$ cat src/rtl/sysbus_pkg.sv
// Shared types and constants for the two-master Sysbus arbiter.
// Tag layout: [12]=rw, [11:8]=type, [7:0]=id.
package sysbus_pkg;
   localparam int DATA_WIDTH = 64;
   localparam int TAG_WIDTH  = 13;
   localparam int TAG_RW_BIT = 12;

   localparam logic       RW_READ     = 1'b0;
   localparam logic       RW_WRITE    = 1'b1;
   localparam logic [3:0] TYPE_MEMORY = 4'h1;
   localparam logic [3:0] TYPE_MMIO   = 4'h2;

   typedef enum logic [1:0] {
      ST_IDLE  = 2'd0,
      ST_ADDR  = 2'd1,
      ST_WDATA = 2'd2,
      ST_RESP  = 2'd3
   } arb_state_e;

   function automatic logic tag_is_write(input logic [TAG_WIDTH-1:0] tag);
      return tag[TAG_RW_BIT] == RW_WRITE;
   endfunction
endpackage

$ cat src/rtl/sysbus_if.sv
// One Sysbus port: request channel (reqcyc/req/reqtag, accepted by reqack)
// and response channel (respcyc/resp/resptag, accepted by respack).
interface sysbus_if;
   // Handshake: a beat transfers in a cycle where the sender's *cyc and the
   // receiver's *ack are both high; *cyc may not depend on the matching *ack.
   logic                             reqcyc;
   logic [sysbus_pkg::DATA_WIDTH-1:0] req;
   logic [sysbus_pkg::TAG_WIDTH-1:0]  reqtag;
   logic                             reqack;
   logic                             respcyc;
   logic [sysbus_pkg::DATA_WIDTH-1:0] resp;
   logic [sysbus_pkg::TAG_WIDTH-1:0]  resptag;
   logic                             respack;

   modport master (output reqcyc, req, reqtag, respack,
                   input  reqack, respcyc, resp, resptag);
   modport slave  (input  reqcyc, req, reqtag, respack,
                   output reqack, respcyc, resp, resptag);
endinterface

$ cat src/rtl/sysbus_rr_pick.sv
// Two-way round-robin pick: a lone requester wins, a tie goes to rr_ptr.
module sysbus_rr_pick (
   input  logic i_req0,
   input  logic i_req1,
   input  logic i_rr_ptr,
   output logic o_vld,
   output logic o_idx
);
   assign o_vld = i_req0 | i_req1;
   assign o_idx = (i_req0 & i_req1) ? i_rr_ptr : i_req1;
endmodule

$ cat src/rtl/sysbus_arbiter.sv
// Shares one Sysbus port between fetch (m0) and load/store (m1), one
// committed transaction at a time, with per-transaction handshake routing.
module sysbus_arbiter
   import sysbus_pkg::*;
#(
   parameter int BEATS   = 8,
   parameter int TIMEOUT = 1024
) (
   input  logic       clk,
   input  logic       reset,
   sysbus_if.slave    m0,
   sysbus_if.slave    m1,
   sysbus_if.master   bus,
   output logic       owner,
   output logic       busy,
   output logic       err_timeout,
   output arb_state_e o_dbg_state
);
   localparam int CW = $clog2(BEATS) + 1;
   localparam int WW = $clog2(TIMEOUT) + 1;

   arb_state_e            r_state;
   logic                  r_owner;
   logic                  r_rr_ptr;
   logic                  r_err;
   logic [DATA_WIDTH-1:0] r_addr;
   logic [TAG_WIDTH-1:0]  r_tag;
   logic [CW-1:0]         r_cnt;
   logic [WW-1:0]         r_wd;

   logic                  w_grant_vld;
   logic                  w_grant_idx;
   logic                  w_own_reqcyc;
   logic [DATA_WIDTH-1:0] w_own_req;
   logic [TAG_WIDTH-1:0]  w_own_reqtag;
   logic                  w_own_respack;
   logic                  w_wbeat;
   logic                  w_rbeat;
   logic                  w_last;
   logic                  w_progress;
   logic                  w_watched;

   sysbus_rr_pick u_pick (
      .i_req0   (m0.reqcyc),
      .i_req1   (m1.reqcyc),
      .i_rr_ptr (r_rr_ptr),
      .o_vld    (w_grant_vld),
      .o_idx    (w_grant_idx)
   );

   assign w_own_reqcyc  = r_owner ? m1.reqcyc  : m0.reqcyc;
   assign w_own_req     = r_owner ? m1.req     : m0.req;
   assign w_own_reqtag  = r_owner ? m1.reqtag  : m0.reqtag;
   assign w_own_respack = r_owner ? m1.respack : m0.respack;

   assign w_wbeat    = (r_state == ST_WDATA) && w_own_reqcyc;
   assign w_rbeat    = (r_state == ST_RESP) && bus.respcyc && w_own_respack;
   assign w_last     = (r_cnt == CW'(BEATS - 1));
   assign w_progress = ((r_state == ST_IDLE) && w_grant_vld) ||
                       ((r_state == ST_ADDR) && bus.reqack) || w_wbeat || w_rbeat;
   assign w_watched  = (r_state == ST_ADDR) || (r_state == ST_RESP);

   always_ff @(posedge clk or posedge reset) begin
      if (reset) begin
         r_state  <= ST_IDLE;
         r_owner  <= 1'b0;
         r_rr_ptr <= 1'b0;
         r_err    <= 1'b0;
         r_addr   <= '0;
         r_tag    <= '0;
         r_cnt    <= '0;
         r_wd     <= '0;
      end else begin
         case (r_state)
            ST_IDLE: if (w_grant_vld) begin
               r_owner <= w_grant_idx;
               r_addr  <= w_grant_idx ? m1.req : m0.req;
               r_tag   <= w_grant_idx ? m1.reqtag : m0.reqtag;
               r_cnt   <= '0;
               r_state <= ST_ADDR;
            end
            ST_ADDR: if (bus.reqack) begin
               r_cnt   <= '0;
               r_state <= tag_is_write(r_tag) ? ST_WDATA : ST_RESP;
            end
            ST_WDATA: if (w_wbeat) begin
               if (w_last) begin
                  r_state  <= ST_IDLE;
                  r_rr_ptr <= ~r_owner;
               end else begin
                  r_cnt <= r_cnt + CW'(1);
               end
            end
            ST_RESP: if (w_rbeat) begin
               if (w_last) begin
                  r_state  <= ST_IDLE;
                  r_rr_ptr <= ~r_owner;
               end else begin
                  r_cnt <= r_cnt + CW'(1);
               end
            end
            default: r_state <= ST_IDLE;
         endcase

         // Watchdog saturates at TIMEOUT; the flag is sticky and does not abort.
         if (w_progress || !w_watched) begin
            r_wd <= '0;
         end else if (r_wd != WW'(TIMEOUT)) begin
            r_wd <= r_wd + WW'(1);
            if (r_wd == WW'(TIMEOUT - 1)) r_err <= 1'b1;
         end
      end
   end

   assign owner       = r_owner;
   assign busy        = (r_state != ST_IDLE);
   assign err_timeout = r_err;
   assign o_dbg_state = r_state;

   always_comb begin
      bus.reqcyc  = 1'b0;
      bus.req     = '0;
      bus.reqtag  = '0;
      bus.respack = 1'b0;
      m0.reqack   = 1'b0;
      m0.respcyc  = 1'b0;
      m0.resp     = '0;
      m0.resptag  = '0;
      m1.reqack   = 1'b0;
      m1.respcyc  = 1'b0;
      m1.resp     = '0;
      m1.resptag  = '0;
      case (r_state)
         ST_ADDR: begin
            bus.reqcyc = 1'b1;
            bus.req    = r_addr;
            bus.reqtag = r_tag;
            if (r_owner) m1.reqack = bus.reqack;
            else         m0.reqack = bus.reqack;
         end
         ST_WDATA: begin
            bus.reqcyc = w_own_reqcyc;
            bus.req    = w_own_req;
            bus.reqtag = w_own_reqtag;
         end
         ST_RESP: begin
            bus.respack = w_own_respack;
            if (r_owner) begin
               m1.respcyc = bus.respcyc;
               m1.resp    = bus.resp;
               m1.resptag = bus.resptag;
            end else begin
               m0.respcyc = bus.respcyc;
               m0.resp    = bus.resp;
               m0.resptag = bus.resptag;
            end
         end
         default: ;
      endcase
   end
endmodule

$ cat src/flat_wrapper.sv
// flat-port wrapper written by rule: the top's interface ports become plain ports
module sysbus_arbiter_flat import sysbus_pkg::*;
#(
   parameter int BEATS   = 8,
   parameter int TIMEOUT = 1024
)
  (clk, reset, owner, busy, err_timeout, o_dbg_state, m0_reqcyc, m0_req, m0_reqtag, m0_respack, m0_reqack, m0_respcyc, m0_resp, m0_resptag, m1_reqcyc, m1_req, m1_reqtag, m1_respack, m1_reqack, m1_respcyc, m1_resp, m1_resptag, bus_reqcyc, bus_req, bus_reqtag, bus_respack, bus_reqack, bus_respcyc, bus_resp, bus_resptag);
  sysbus_if m0_i ();
  sysbus_if m1_i ();
  sysbus_if bus_i ();
  input  logic clk;
  input  logic reset;
  output logic owner;
  output logic busy;
  output logic err_timeout;
  output arb_state_e o_dbg_state;
  input wire logic [$bits(m0_i.reqcyc)-1:0] m0_reqcyc;
  input wire logic [$bits(m0_i.req)-1:0] m0_req;
  input wire logic [$bits(m0_i.reqtag)-1:0] m0_reqtag;
  input wire logic [$bits(m0_i.respack)-1:0] m0_respack;
  output wire logic [$bits(m0_i.reqack)-1:0] m0_reqack;
  output wire logic [$bits(m0_i.respcyc)-1:0] m0_respcyc;
  output wire logic [$bits(m0_i.resp)-1:0] m0_resp;
  output wire logic [$bits(m0_i.resptag)-1:0] m0_resptag;
  input wire logic [$bits(m1_i.reqcyc)-1:0] m1_reqcyc;
  input wire logic [$bits(m1_i.req)-1:0] m1_req;
  input wire logic [$bits(m1_i.reqtag)-1:0] m1_reqtag;
  input wire logic [$bits(m1_i.respack)-1:0] m1_respack;
  output wire logic [$bits(m1_i.reqack)-1:0] m1_reqack;
  output wire logic [$bits(m1_i.respcyc)-1:0] m1_respcyc;
  output wire logic [$bits(m1_i.resp)-1:0] m1_resp;
  output wire logic [$bits(m1_i.resptag)-1:0] m1_resptag;
  output wire logic [$bits(bus_i.reqcyc)-1:0] bus_reqcyc;
  output wire logic [$bits(bus_i.req)-1:0] bus_req;
  output wire logic [$bits(bus_i.reqtag)-1:0] bus_reqtag;
  output wire logic [$bits(bus_i.respack)-1:0] bus_respack;
  input wire logic [$bits(bus_i.reqack)-1:0] bus_reqack;
  input wire logic [$bits(bus_i.respcyc)-1:0] bus_respcyc;
  input wire logic [$bits(bus_i.resp)-1:0] bus_resp;
  input wire logic [$bits(bus_i.resptag)-1:0] bus_resptag;
  assign m0_i.reqcyc = m0_reqcyc;
  assign m0_i.req = m0_req;
  assign m0_i.reqtag = m0_reqtag;
  assign m0_i.respack = m0_respack;
  assign m0_reqack = m0_i.reqack;
  assign m0_respcyc = m0_i.respcyc;
  assign m0_resp = m0_i.resp;
  assign m0_resptag = m0_i.resptag;
  assign m1_i.reqcyc = m1_reqcyc;
  assign m1_i.req = m1_req;
  assign m1_i.reqtag = m1_reqtag;
  assign m1_i.respack = m1_respack;
  assign m1_reqack = m1_i.reqack;
  assign m1_respcyc = m1_i.respcyc;
  assign m1_resp = m1_i.resp;
  assign m1_resptag = m1_i.resptag;
  assign bus_reqcyc = bus_i.reqcyc;
  assign bus_req = bus_i.req;
  assign bus_reqtag = bus_i.reqtag;
  assign bus_respack = bus_i.respack;
  assign bus_i.reqack = bus_reqack;
  assign bus_i.respcyc = bus_respcyc;
  assign bus_i.resp = bus_resp;
  assign bus_i.resptag = bus_resptag;
  sysbus_arbiter #(.BEATS(BEATS), .TIMEOUT(TIMEOUT)) u_core (.clk(clk), .reset(reset), .m0(m0_i), .m1(m1_i), .bus(bus_i), .owner(owner), .busy(busy), .err_timeout(err_timeout), .o_dbg_state(o_dbg_state));
endmodule
$ cat config.mk
export PLATFORM = sky130hd
export DESIGN_NAME = sysbus_arbiter_flat
export DESIGN_NICKNAME = d
export VERILOG_FILES = /design/src/rtl/sysbus_pkg.sv /design/src/rtl/sysbus_if.sv /design/src/rtl/sysbus_rr_pick.sv /design/src/rtl/sysbus_arbiter.sv /design/src/flat_wrapper.sv
export SDC_FILE = /design/constraint.sdc
export NUM_CORES = 1
export LEC_CHECK = 0
export ABC_AREA = 1
export BUFFER_PORTS_ARGS = -buffer_cell sky130_fd_sc_hd__buf_2
export CAP_MARGIN = 20
export CORE_AREA = 2 2 185 187
export CTS_BUF_LIST = sky130_fd_sc_hd__clkbuf_8 sky130_fd_sc_hd__clkbuf_16
export CTS_CLUSTER_DIAMETER = 150
export DETAILED_ROUTE_END_ITERATION = 8
export DIE_AREA = 0 0 187 189
export SYNTH_ARGS = -nofsm -noshare
export SYNTH_HDL_FRONTEND = slang
export SYNTH_SLANG_ARGS = --single-unit
$ cat constraint.sdc
create_clock -name clk -period 3.3 [get_ports clk]
set_input_delay 0.495 -clock clk [delete_from_list [all_inputs] [get_ports clk]]
set_output_delay 0.495 -clock clk [all_outputs]
set_load 0.01 [all_outputs]
==> impl_results.html, run 1 <==
<table>
<tr><th>Metric</th><th>Value</th></tr>
<tr><th colspan="2">Synth</th></tr>
<tr><td>Total nets after synthesis</td><td>1531</td></tr>
<tr><td>Warning count from the yosys run</td><td>0</td></tr>
<tr><td>Yosys top cell area share</td><td>0.321</td></tr>
<tr><td>Post-Synthesis Cell Area</td><td>approximately 0.0076 mm²</td></tr>
<tr><td>Number of distinct library cell variants in the gate-level netlist after synthesis</td><td>28</td></tr>
<tr><td>Synth top area cells</td><td>sky130_fd_sc_hd__dfrtp_1 32%, sky130_fd_sc_hd__nor2_1 21%, sky130_fd_sc_hd__a21oi_1 16%, sky130_fd_sc_hd__nand2_1 9.9%, sky130_fd_sc_hd__o21ai_0 5.2%</td></tr>
<tr><td>Syn Area/Cell</td><td>5.88 µm²</td></tr>
<tr><td>Share of synthesized area occupied by flip-flops and latches</td><td>0.321</td></tr>
<tr><td>Total of flip-flops plus latches after synthesis</td><td>97</td></tr>
<tr><td>Cell type with the largest total area after synthesis</td><td>sky130_fd_sc_hd__dfrtp_1</td></tr>
<tr><td>Synthesized instance count</td><td>approximately 1300</td></tr>
<tr><th colspan="2">Power and ir drop</th></tr>
<tr><td>Int Power</td><td>4.08 mW</td></tr>
<tr><td>Fraction of power spent switching nets</td><td>0.513</td></tr>
<tr><td>Combinational share of power</td><td>0.630</td></tr>
<tr><td>Leakage power of the design</td><td>5.89 nW</td></tr>
<tr><td>Clock share of power</td><td>0.131</td></tr>
<tr><td>Net Sw Power</td><td>4.31 mW</td></tr>
<tr><td>Pwr dens</td><td>just under 800 mW/mm²</td></tr>
<tr><td>Highest ir drop seen on vdd</td><td>0.000299 V</td></tr>
<tr><td>Reg power frac</td><td>0.239</td></tr>
<tr><th colspan="2">Clocking</th></tr>
<tr><td>Number of buffers on the longest clock path</td><td>2</td></tr>
<tr><td>Count of hold-fix buffers inserted at cts</td><td>0</td></tr>
<tr><td>Number of buffers inserted to repair setup after CTS</td><td>0</td></tr>
<tr><td>Total number of H-tree levels</td><td>3</td></tr>
<tr><td>CTS root buffer</td><td>sky130_fd_sc_hd__clkbuf_16</td></tr>
<tr><td>CTS tree</td><td>built</td></tr>
<tr><td>Clock insertion delay at the later pin of the skew report</td><td>0.37 ns</td></tr>
<tr><td>Num CTS Buffers</td><td>9</td></tr>
<tr><td>Total clock sinks</td><td>a little under 100</td></tr>
<tr><td>Post_cts resized</td><td>0</td></tr>
<tr><td>Clock slew at the register clock pins of the worst setup and hold paths</td><td>0.08 ns</td></tr>
<tr><th colspan="2">Layout</th></tr>
<tr><td>Proportion of layout cells with a drive suffix above 1</td><td>0.311</td></tr>
<tr><td>Layout Nets</td><td>1951</td></tr>
<tr><td>Area growth from synthesis to layout</td><td>40.6%</td></tr>
<tr><td>Filler-free cell count of the finished design</td><td>roughly 2200</td></tr>
<tr><td>Finished layout cell area</td><td>0.0106 mm²</td></tr>
<tr><th colspan="2">Setup path</th></tr>
<tr><td>Register-to-register setup slack</td><td>~0.98 ns</td></tr>
<tr><td>Worst reg2reg endpoint</td><td>u_core.err_timeout$_DFFE_PP0P_</td></tr>
<tr><td>Type of destination of the critical path</td><td>primary output</td></tr>
<tr><td>Class of the most critical setup path</td><td>flop to primary output</td></tr>
<tr><td>Worst EP required</td><td>2.80 ns</td></tr>
<tr><td>Worst reg2reg path startpoint</td><td>u_core.o_dbg_state[0]$_DFFE_PP0P_</td></tr>
<tr><td>Worst EP arrival</td><td>2.55 ns</td></tr>
<tr><td>Worst Reg2Reg Path Length in Cells</td><td>7</td></tr>
<tr><td>Largest driver fanout on the critical path</td><td>40</td></tr>
<tr><td>Startpoint class of the critical path</td><td>flop</td></tr>
<tr><th colspan="2">Timing</th></tr>
<tr><td>Period minus WS final</td><td>approximately 3.0 ns</td></tr>
<tr><td>Endpoints failing hold</td><td>0</td></tr>
<tr><td>Final Setup Violations</td><td>0</td></tr>
<tr><td>RSZ-0062 raised after global routing</td><td>no</td></tr>
<tr><td>Worst Tran Pin Value</td><td>about 1.0 ns</td></tr>
<tr><td>Hold slack final</td><td>0.313 ns</td></tr>
<tr><td>Share of the clock period used by the worst path after layout</td><td>0.921</td></tr>
<tr><td>Fmax</td><td>0.329 GHz</td></tr>
<tr><td>Max-slew headroom</td><td>0.330</td></tr>
<tr><td>Final worst clock skew</td><td>0.0119 ns</td></tr>
<tr><td>Pins Over Slew Limit</td><td>0</td></tr>
<tr><td>Setup TNS</td><td>0 ns</td></tr>
<tr><th colspan="2">Floorplanning</th></tr>
<tr><td>I/O Pins</td><td>481</td></tr>
<tr><td>Number of rows in the core area</td><td>67</td></tr>
<tr><td>Vertical extent of the die</td><td>about 190 µm</td></tr>
<tr><td>Placeable Area</td><td>approximately 0.033 mm²</td></tr>
<tr><td>Width of the chip</td><td>187 µm</td></tr>
<tr><td>Die ar.</td><td>0.0353 mm²</td></tr>
<tr><td>Initial standard-cell utilization of the core</td><td>0.227</td></tr>
<tr><th colspan="2">Job</th></tr>
<tr><td>Reported max-cap violation count</td><td>0</td></tr>
<tr><th colspan="2">GRT</th></tr>
<tr><td>Via count of the first global-routing pass</td><td>between 9000 and 10000</td></tr>
<tr><td>Overall fraction of global-route tracks in use</td><td>0.222</td></tr>
<tr><td>Maximum number of pins on one net before global-route repair</td><td>79</td></tr>
<tr><td>Global-route wire length before repair</td><td>approximately 60 mm</td></tr>
<tr><td>Antenna violations before repair</td><td>8</td></tr>
<tr><td>Final global-route overflow total</td><td>0</td></tr>
<tr><th colspan="2">Placement</th></tr>
<tr><td>Routability congestion estimate from global placement</td><td>~0.99</td></tr>
<tr><td>Inst Count DP</td><td>2141</td></tr>
<tr><td>HPWL Detailed</td><td>31.4 mm</td></tr>
<tr><td>Port Buf Inserts</td><td>480</td></tr>
<tr><td>Standard cell area after detailed placement</td><td>0.0103 mm²</td></tr>
<tr><th colspan="2">Min path</th></tr>
<tr><td>Worst hold path class</td><td>input pin to async pin</td></tr>
<tr><th colspan="2">Route</th></tr>
<tr><td>Number of DRC markers after the initial detailed-route iteration</td><td>718</td></tr>
<tr><td>Remaining DRCs</td><td>0</td></tr>
<tr><td>Final WL</td><td>a little over 40 mm</td></tr>
<tr><td>Via count</td><td>between 10000 and 15000</td></tr>
<tr><td>Detailed-routing iteration count for the pre-antenna-repair pass</td><td>6</td></tr>
<tr><td>Antenna-violating nets left</td><td>0</td></tr>
<tr><td>Mean routed wirelength per cell</td><td>between 15 and 20 µm</td></tr>
<tr><td>Avg Vias per Cell</td><td>4.72</td></tr>
<tr><th colspan="2">Run status</th></tr>
<tr><td>Outcome</td><td>finished, final reports clean</td></tr>
</table>
-- sequential cells by signal, summed over array words and instances (netlist names) --
register / cells
u_core.err_timeout: 1
u_core.o_dbg_state: 2
u_core.owner: 1
u_core.r_addr: 64
u_core.r_cnt: 4
u_core.r_rr_ptr: 1
u_core.r_tag: 13
u_core.r_wd: 11
-- stage by stage --
step,total power [mW],setup slack (ns),utilization
floorplan,5.26,0.271,-
global placement,7.29,0.669,0.310
detailed placement,7.34,0.634,0.310
CTS,8.47,0.213,0.319
global route,9.14,0.0423,0.319
finish,8.40,0.259,0.319
-- cell type report --
| cell class | count | area, µm² |
|---|---|---|
| sequential | 97 | 2430 |
| fill | 3737 | 22700 |
| tap | 448 | 561 |
| timing repair buffer | 500 | 2600 |
| clock inverter | 6 | 67.6 |
| antenna | 4 | 10.0 |
| multi-input combinational | 986 | 4310 |
| inverter | 110 | 415 |
| clock buffer | 9 | 225 |
-- cells by family (layout without fill, tap and decap cells) --
group,count (synthesis),count (layout),synth area share
DFF,97,97,0.321
buffers and inverters,201,625,0.110
other,0,4,0
and+or+nand+nor,648,648,0.332
AOI/OAI and AO/OA,327,327,0.221
adders and majority gates,8,8,0.0133
xor gates and xnor gates,3,3,0.00348
-- routing by layer --
layer	vias up	part of all wire	GRT usage
met5	-	0.00080	0
li1	4885	-	-
met1	4728	0.39	0.262
met4	4	0.042	0.0904
met2	514	0.49	0.388
met3	59	0.081	0.0521
-- worst max-delay path: stages, from the launching register on --
cell and delay, ns:
sky130_fd_sc_hd__dfrtp_1 0.44, sky130_fd_sc_hd__inv_1 0.09, sky130_fd_sc_hd__ha_1 0.24, sky130_fd_sc_hd__inv_2 0.63, sky130_fd_sc_hd__buf_12 0.29, sky130_fd_sc_hd__nor2_1 0.07
sky130_fd_sc_hd__o21ai_0 0.08, sky130_fd_sc_hd__a21oi_1 0.13, sky130_fd_sc_hd__buf_2 0.16
-- synthesized netlist by cell type --
cell	number
sky130_fd_sc_hd__nand2_1	199
sky130_fd_sc_hd__o21ai_1	7
sky130_fd_sc_hd__inv_1	104
sky130_fd_sc_hd__buf_1	7
sky130_fd_sc_hd__buf_2	25
sky130_fd_sc_hd__dfrtp_1	97
sky130_fd_sc_hd__buf_4	9
sky130_fd_sc_hd__nor2_4	1
sky130_fd_sc_hd__nand3_2	1
sky130_fd_sc_hd__nand2_2	2
sky130_fd_sc_hd__nor3_1	3
sky130_fd_sc_hd__ha_1	8
sky130_fd_sc_hd__a21oi_1	236
sky130_fd_sc_hd__o21ai_0	79
sky130_fd_sc_hd__buf_6	1
sky130_fd_sc_hd__inv_2	5
sky130_fd_sc_hd__o21ai_4	2
sky130_fd_sc_hd__clkinv_1	1
sky130_fd_sc_hd__o21a_1	1
sky130_fd_sc_hd__nand3_1	16
sky130_fd_sc_hd__o21bai_1	1
sky130_fd_sc_hd__nand4_1	7
sky130_fd_sc_hd__clkbuf_1	49
sky130_fd_sc_hd__nor2_2	2
sky130_fd_sc_hd__nor2_1	415
sky130_fd_sc_hd__nor3b_1	2
sky130_fd_sc_hd__o22ai_1	1
sky130_fd_sc_hd__xor2_1	3
-- cells in the final DEF (no fill, tap or decap) --
master                       count
sky130_fd_sc_hd__clkinvlp_4      1
sky130_fd_sc_hd__inv_2           6
sky130_fd_sc_hd__inv_6           2
sky130_fd_sc_hd__inv_1         104
sky130_fd_sc_hd__nor3b_1         2
sky130_fd_sc_hd__nor3_1          3
sky130_fd_sc_hd__a21oi_1       236
sky130_fd_sc_hd__o21ai_1         7
sky130_fd_sc_hd__clkbuf_16       9
sky130_fd_sc_hd__inv_4           1
sky130_fd_sc_hd__nand2_2         2
sky130_fd_sc_hd__o21bai_1        1
sky130_fd_sc_hd__nor2_1        415
sky130_fd_sc_hd__nand4_1         7
sky130_fd_sc_hd__dfrtp_4         1
sky130_fd_sc_hd__buf_12          4
sky130_fd_sc_hd__o22ai_1         1
sky130_fd_sc_hd__o21ai_0        79
sky130_fd_sc_hd__dfrtp_1        96
sky130_fd_sc_hd__buf_2         480
sky130_fd_sc_hd__diode_2         4
sky130_fd_sc_hd__nand2_1       198
sky130_fd_sc_hd__ha_2            1
sky130_fd_sc_hd__o21a_1          1
sky130_fd_sc_hd__clkinv_4        1
sky130_fd_sc_hd__o21ai_4         2
sky130_fd_sc_hd__nand3_2         1
sky130_fd_sc_hd__buf_4          16
sky130_fd_sc_hd__nor2_4          1
sky130_fd_sc_hd__nand3_1        16
sky130_fd_sc_hd__xor2_1          3
sky130_fd_sc_hd__bufinv_16       1
sky130_fd_sc_hd__nand2_4         1
sky130_fd_sc_hd__ha_1            7
sky130_fd_sc_hd__nor2_2          2
-- worst max-delay path by stage --
stage	slack [ns]	from	end	cells after the start
after global placement	0.67	u_core.o_dbg_state[0]$_DFFE_PP0P_	bus_req[56]	8
final	0.26	u_core.o_dbg_state[0]$_DFFE_PP0P_	bus_req[56]	8
after global routing	0.04	u_core.o_dbg_state[0]$_DFFE_PP0P_	bus_req[56]	8
after detailed placement	0.63	u_core.o_dbg_state[0]$_DFFE_PP0P_	bus_req[56]	8
after floorplan	0.27	reset	u_core.err_timeout$_DFFE_PP0P_	1
after CTS	0.21	u_core.o_dbg_state[0]$_DFFE_PP0P_	bus_req[56]	8
-- power by group through the flow --
| stage | logic, mW | registers (mW) | clock network (mW) |
|---|---|---|---|
| 2_1_floorplan | 3.31 | 1.95 | 0 |
| 3_3_place_gp | 5.29 | 2.00 | 0 |
| 3_5_place_dp | 5.32 | 2.02 | 0 |
| 4_1_cts | 5.34 | 2.00 | 1.13 |
| 5_1_grt | 5.90 | 2.07 | 1.17 |
| 6_report | 5.29 | 2.01 | 1.10 |
Power figures use the tool's default switching activity.
==> inputs of run 2 (changes only) <==
Settings changed: CORE_AREA 2 2 185 187 to 2 2 188 190, DIE_AREA 0 0 187 189 to 0 0 190 192, PLACE_DENSITY from default to 0.56.
Clock period 3.3 ns to 2.53 ns, I/O delays scaled along.
==> run 2 against run 1 <==
Core utilization down 0.12 points. Global-route usage down 1.6 points. Clock power up 49%. Critical path depth down 2. Critical endpoint is now m1_resp[46]. First-iteration DRC count down 4.3%. Worst hold slack worse by 0.048 ns. Sequential power up 31%. Clock skew down 0.0010 ns. Worst setup slack worse by 0.16 ns. Design area up 2.6%.
==> impl_results.html, run 2 (synthesized netlist as in run 1, its figures left out) <==
<table>
<tr><th>Metric</th><th>Value</th></tr>
<tr><th colspan="2">Run status</th></tr>
<tr><td>Outcome</td><td>finished, final reports clean</td></tr>
<tr><th colspan="2">Timing</th></tr>
<tr><td>Max-slew headroom</td><td>0.499 (+0.169)</td></tr>
<tr><td>Worst setup slack after layout</td><td>0.104 ns (-0.155 ns)</td></tr>
<tr><td>Fmax</td><td>0.412 GHz</td></tr>
<tr><td>Worst Tran Pin Value</td><td>0.751 ns (-0.254 ns)</td></tr>
<tr><td>Pins Over Slew Limit</td><td>0 (unchanged)</td></tr>
<tr><td>Endpoints failing hold</td><td>0 (unchanged)</td></tr>
<tr><td>Period minus WS final</td><td>around 2.4 ns</td></tr>
<tr><td>Share of the clock period used by the worst path after layout</td><td>0.959</td></tr>
<tr><td>Final worst clock skew</td><td>0.0109 ns (-0.00104 ns)</td></tr>
<tr><td>RSZ-0062 raised after global routing</td><td>yes</td></tr>
<tr><td>Setup TNS</td><td>0 ns (unchanged)</td></tr>
<tr><td>Final Setup Violations</td><td>0 (unchanged)</td></tr>
<tr><th colspan="2">Clocking</th></tr>
<tr><td>Total number of H-tree levels</td><td>3 (unchanged)</td></tr>
<tr><td>Num CTS Buffers</td><td>9 (unchanged)</td></tr>
<tr><td>Number of buffers on the longest clock path</td><td>2 (unchanged)</td></tr>
<tr><td>Total clock sinks</td><td>97 (unchanged)</td></tr>
<tr><td>CTS tree</td><td>built</td></tr>
<tr><td>CTS root buffer</td><td>sky130_fd_sc_hd__clkbuf_16</td></tr>
<tr><td>Clock insertion delay at the later pin of the skew report</td><td>0.36 ns (about the same)</td></tr>
<tr><td>Clock slew at the register clock pins of the worst setup and hold paths</td><td>0.08 ns (about the same)</td></tr>
<tr><th colspan="2">Route</th></tr>
<tr><td>Number of DRC markers after the initial detailed-route iteration</td><td>687 (-4.3%)</td></tr>
<tr><td>Remaining DRCs</td><td>0 (unchanged)</td></tr>
<tr><td>Avg Vias per Cell</td><td>4.70 (-0.46%)</td></tr>
<tr><td>Via count</td><td>10265 (+0.74%)</td></tr>
<tr><td>Antenna-violating nets left</td><td>0 (unchanged)</td></tr>
<tr><td>Final WL</td><td>39.4 mm (-1.9%)</td></tr>
<tr><td>Detailed-routing iteration count for the pre-antenna-repair pass</td><td>5 (-1)</td></tr>
<tr><td>Mean routed wirelength per cell</td><td>18.0 µm (-3.1%)</td></tr>
<tr><th colspan="2">Layout</th></tr>
<tr><td>Register ranked first by flip-flop count</td><td>u_core.r_addr</td></tr>
<tr><td>Filler instances</td><td>3832 (+2.5%)</td></tr>
<tr><td>Sequential Area</td><td>0.00243 mm² (about the same)</td></tr>
<tr><td>Proportion of layout cells with a drive suffix above 1</td><td>0.322 (+0.0107)</td></tr>
<tr><td>Leading cell type in the layout, fill and taps excluded</td><td>sky130_fd_sc_hd__buf_2</td></tr>
<tr><td>Area growth from synthesis to layout</td><td>44.3%</td></tr>
<tr><td>Largest registers</td><td>u_core.r_addr x64, u_core.r_tag x13, u_core.r_wd x11</td></tr>
<tr><td>Number of flip-flops under the largest register name</td><td>64 (unchanged)</td></tr>
<tr><td>Filler-free cell count of the finished design</td><td>2186 (+1.2%)</td></tr>
<tr><td>Multi-input combinational cell area</td><td>0.00432 mm² (+0.41%)</td></tr>
<tr><td>Top library cells by usage in the layout, fill and taps aside</td><td>480 x sky130_fd_sc_hd__buf_2, 414 x sky130_fd_sc_hd__nor2_1, 236 x sky130_fd_sc_hd__a21oi_1</td></tr>
<tr><td>Layout Nets</td><td>1971 (+1.0%)</td></tr>
<tr><td>Share of the core filled with cells</td><td>0.318 (-0.00120)</td></tr>
<tr><th colspan="2">Setup path</th></tr>
<tr><td>Type of destination of the critical path</td><td>primary output</td></tr>
<tr><td>Worst-path cell with the longest stage delay</td><td>sky130_fd_sc_hd__dfrtp_2</td></tr>
<tr><td>List of cells traversed by the critical path</td><td>buf_4, ha_2, nand2_4, buf_12, nor2_1, buf_2</td></tr>
<tr><td>Cell class contributing the biggest share of worst-path delay</td><td>buffers and inverters</td></tr>
<tr><td>Class of the most critical setup path</td><td>flop to primary output</td></tr>
<tr><td>Worst EP required</td><td>2.15 ns (-0.65 ns)</td></tr>
<tr><td>Startpoint class of the critical path</td><td>flop</td></tr>
<tr><td>Worst EP arrival</td><td>2.05 ns (-0.50 ns)</td></tr>
<tr><td>Worst path buffer plus inverter count</td><td>3 (-1)</td></tr>
<tr><td>Largest driver fanout on the critical path</td><td>63 (+57%)</td></tr>
<tr><td>Highest cell delay on the worst timing path</td><td>0.41 ns (-0.22 ns)</td></tr>
<tr><th colspan="2">Placement</th></tr>
<tr><td>Worst Setup Slack post-DPL</td><td>0.248 ns (-0.386 ns)</td></tr>
<tr><td>HPWL Detailed</td><td>30.1 mm (-4.1%)</td></tr>
<tr><td>Port Buf Inserts</td><td>480 (unchanged)</td></tr>
<tr><td>Inst Count DP</td><td>2160 (+0.89%)</td></tr>
<tr><td>Routability congestion estimate from global placement</td><td>0.923 (-7.1%)</td></tr>
<tr><th colspan="2">Floorplanning</th></tr>
<tr><td>Number of rows in the core area</td><td>68 (+1.5%)</td></tr>
<tr><td>Initial standard-cell utilization of the core</td><td>0.220 (-0.00666)</td></tr>
<tr><td>Placeable Area</td><td>0.0343 mm² (+3.0%)</td></tr>
<tr><td>Die ar.</td><td>0.0365 mm² (+3.2%)</td></tr>
<tr><td>I/O Pins</td><td>481 (unchanged)</td></tr>
<tr><td>Width of the chip</td><td>190 µm (+1.6%)</td></tr>
<tr><td>Vertical extent of the die</td><td>192 µm (+1.6%)</td></tr>
<tr><th colspan="2">Power and ir drop</th></tr>
<tr><td>Leakage power of the design</td><td>6.03 nW (+2.3%)</td></tr>
<tr><td>Pwr dens</td><td>1060 mW/mm² (+34%)</td></tr>
<tr><td>Highest ir drop seen on vdd</td><td>0.000478 V (+60%)</td></tr>
<tr><td>Total power draw</td><td>11.6 mW (+38%)</td></tr>
<tr><th colspan="2">GRT</th></tr>
<tr><td>Maximum number of pins on one net before global-route repair</td><td>83 (+5.1%)</td></tr>
<tr><td>Overall fraction of global-route tracks in use</td><td>0.205 (-0.0164)</td></tr>
<tr><td>Final global-route overflow total</td><td>0 (unchanged)</td></tr>
<tr><td>Global-route wire length before repair</td><td>57.2 mm (-4.3%)</td></tr>
<tr><td>Via count of the first global-routing pass</td><td>9764 (-0.10%)</td></tr>
<tr><td>Antenna violations before repair</td><td>3 (-5)</td></tr>
<tr><th colspan="2">Job</th></tr>
<tr><td>Reported max-cap violation count</td><td>0 (unchanged)</td></tr>
<tr><th colspan="2">Min path</th></tr>
<tr><td>Worst hold path class</td><td>input pin to flop</td></tr>
</table>
run 2: changes by cell type in the layout (fill, tap and decap cells not counted), moves of 2 or more:
cell | previous run | this run
sky130_fd_sc_hd__buf_4 | 16 | 30
sky130_fd_sc_hd__buf_12 | 4 | 7
sky130_fd_sc_hd__bufinv_16 | 1 | 3
sky130_fd_sc_hd__clkinv_2 | 0 | 2
sky130_fd_sc_hd__diode_2 | 4 | 2
sky130_fd_sc_hd__ha_1 | 7 | 5
sky130_fd_sc_hd__inv_2 | 6 | 4
run 2: worst register-to-register path, cell delays in order (launching register included):
cell and delay, ns:
sky130_fd_sc_hd__dfrtp_1 0.43, sky130_fd_sc_hd__inv_1 0.16, sky130_fd_sc_hd__ha_1 0.26, sky130_fd_sc_hd__o21ai_4 0.21
sky130_fd_sc_hd__inv_2 0.11, sky130_fd_sc_hd__buf_4 0.56, sky130_fd_sc_hd__nor2_1 0.18, sky130_fd_sc_hd__a21oi_1 0.15
run 2: power breakdown:
group / internal (mW) / leakage, nW / total, mW / switching, mW
clock: 0.970 / 0.170 / 1.64 / 0.669
combinational: 2.58 / 4.73 / 7.29 / 4.71
sequential: 2.24 / 1.13 / 2.64 / 0.404
total: 5.79 / 6.03 / 11.6 / 5.78
run 2: timing repair:
action | 4_1_cts | 5_1_grt
cloned | 0 | 0
hold buffers | 1 | 0
endpoints found under the hold margin | 15 | 0
setup buffers | 0 | 7
resized for setup | 6 | 5
pin swaps | 0 | 3
endpoints found under the setup margin | 21 | 26
run 2: cell type report:
cell class,count,area share
clock inverters,7,0.0108
inverters,110,0.0387
clock buffers,9,0.0207
diodes,2,0.000459
flip-flops and latches,97,0.223
well taps,455,0.0522
multi-input cells,986,0.397
repair buffers,520,0.257
run 2: path summary, 6_finish.rpt:
path	to	cells past startpoint	slack, ns	startpoint
worst max-delay path	m1_resp[46]	6	0.10	u_core.o_dbg_state[0]$_DFFE_PP0P_
worst min-delay path	u_core.r_addr[16]$_DFFE_PP0P_	3	0.26	m1_req[16]
worst max register to register	u_core.r_addr[39]$_DFFE_PP0P_	7	0.40	u_core.o_dbg_state[1]$_DFFE_PP0P_
worst min register to register	u_core.err_timeout$_DFFE_PP0P_	1	0.49	u_core.err_timeout$_DFFE_PP0P_
max in group asynchronous	u_core.r_addr[42]$_DFFE_PP0P_	4	1.14	reset
min in group asynchronous	u_core.r_addr[49]$_DFFE_PP0P_	3	0.54	reset
run 2: routing by layer:
layer,share of wire,vias to the layer above,global-route usage
met3,0.072,69,0.0389
met4,0.045,2,0.0993
met2,0.50,494,0.367
li1,-,4924,-
met1,0.38,4776,0.235
met5,0.00028,-,0
run 2: through the flow:
step                instance area [µm²]  hold WS, ns
floorplan                          7550        0.492
detailed placement                10500        0.395
CTS                               10800        0.245
finish                            10900        0.265
global placement                  10500        0.397
global route                      10900        0.260
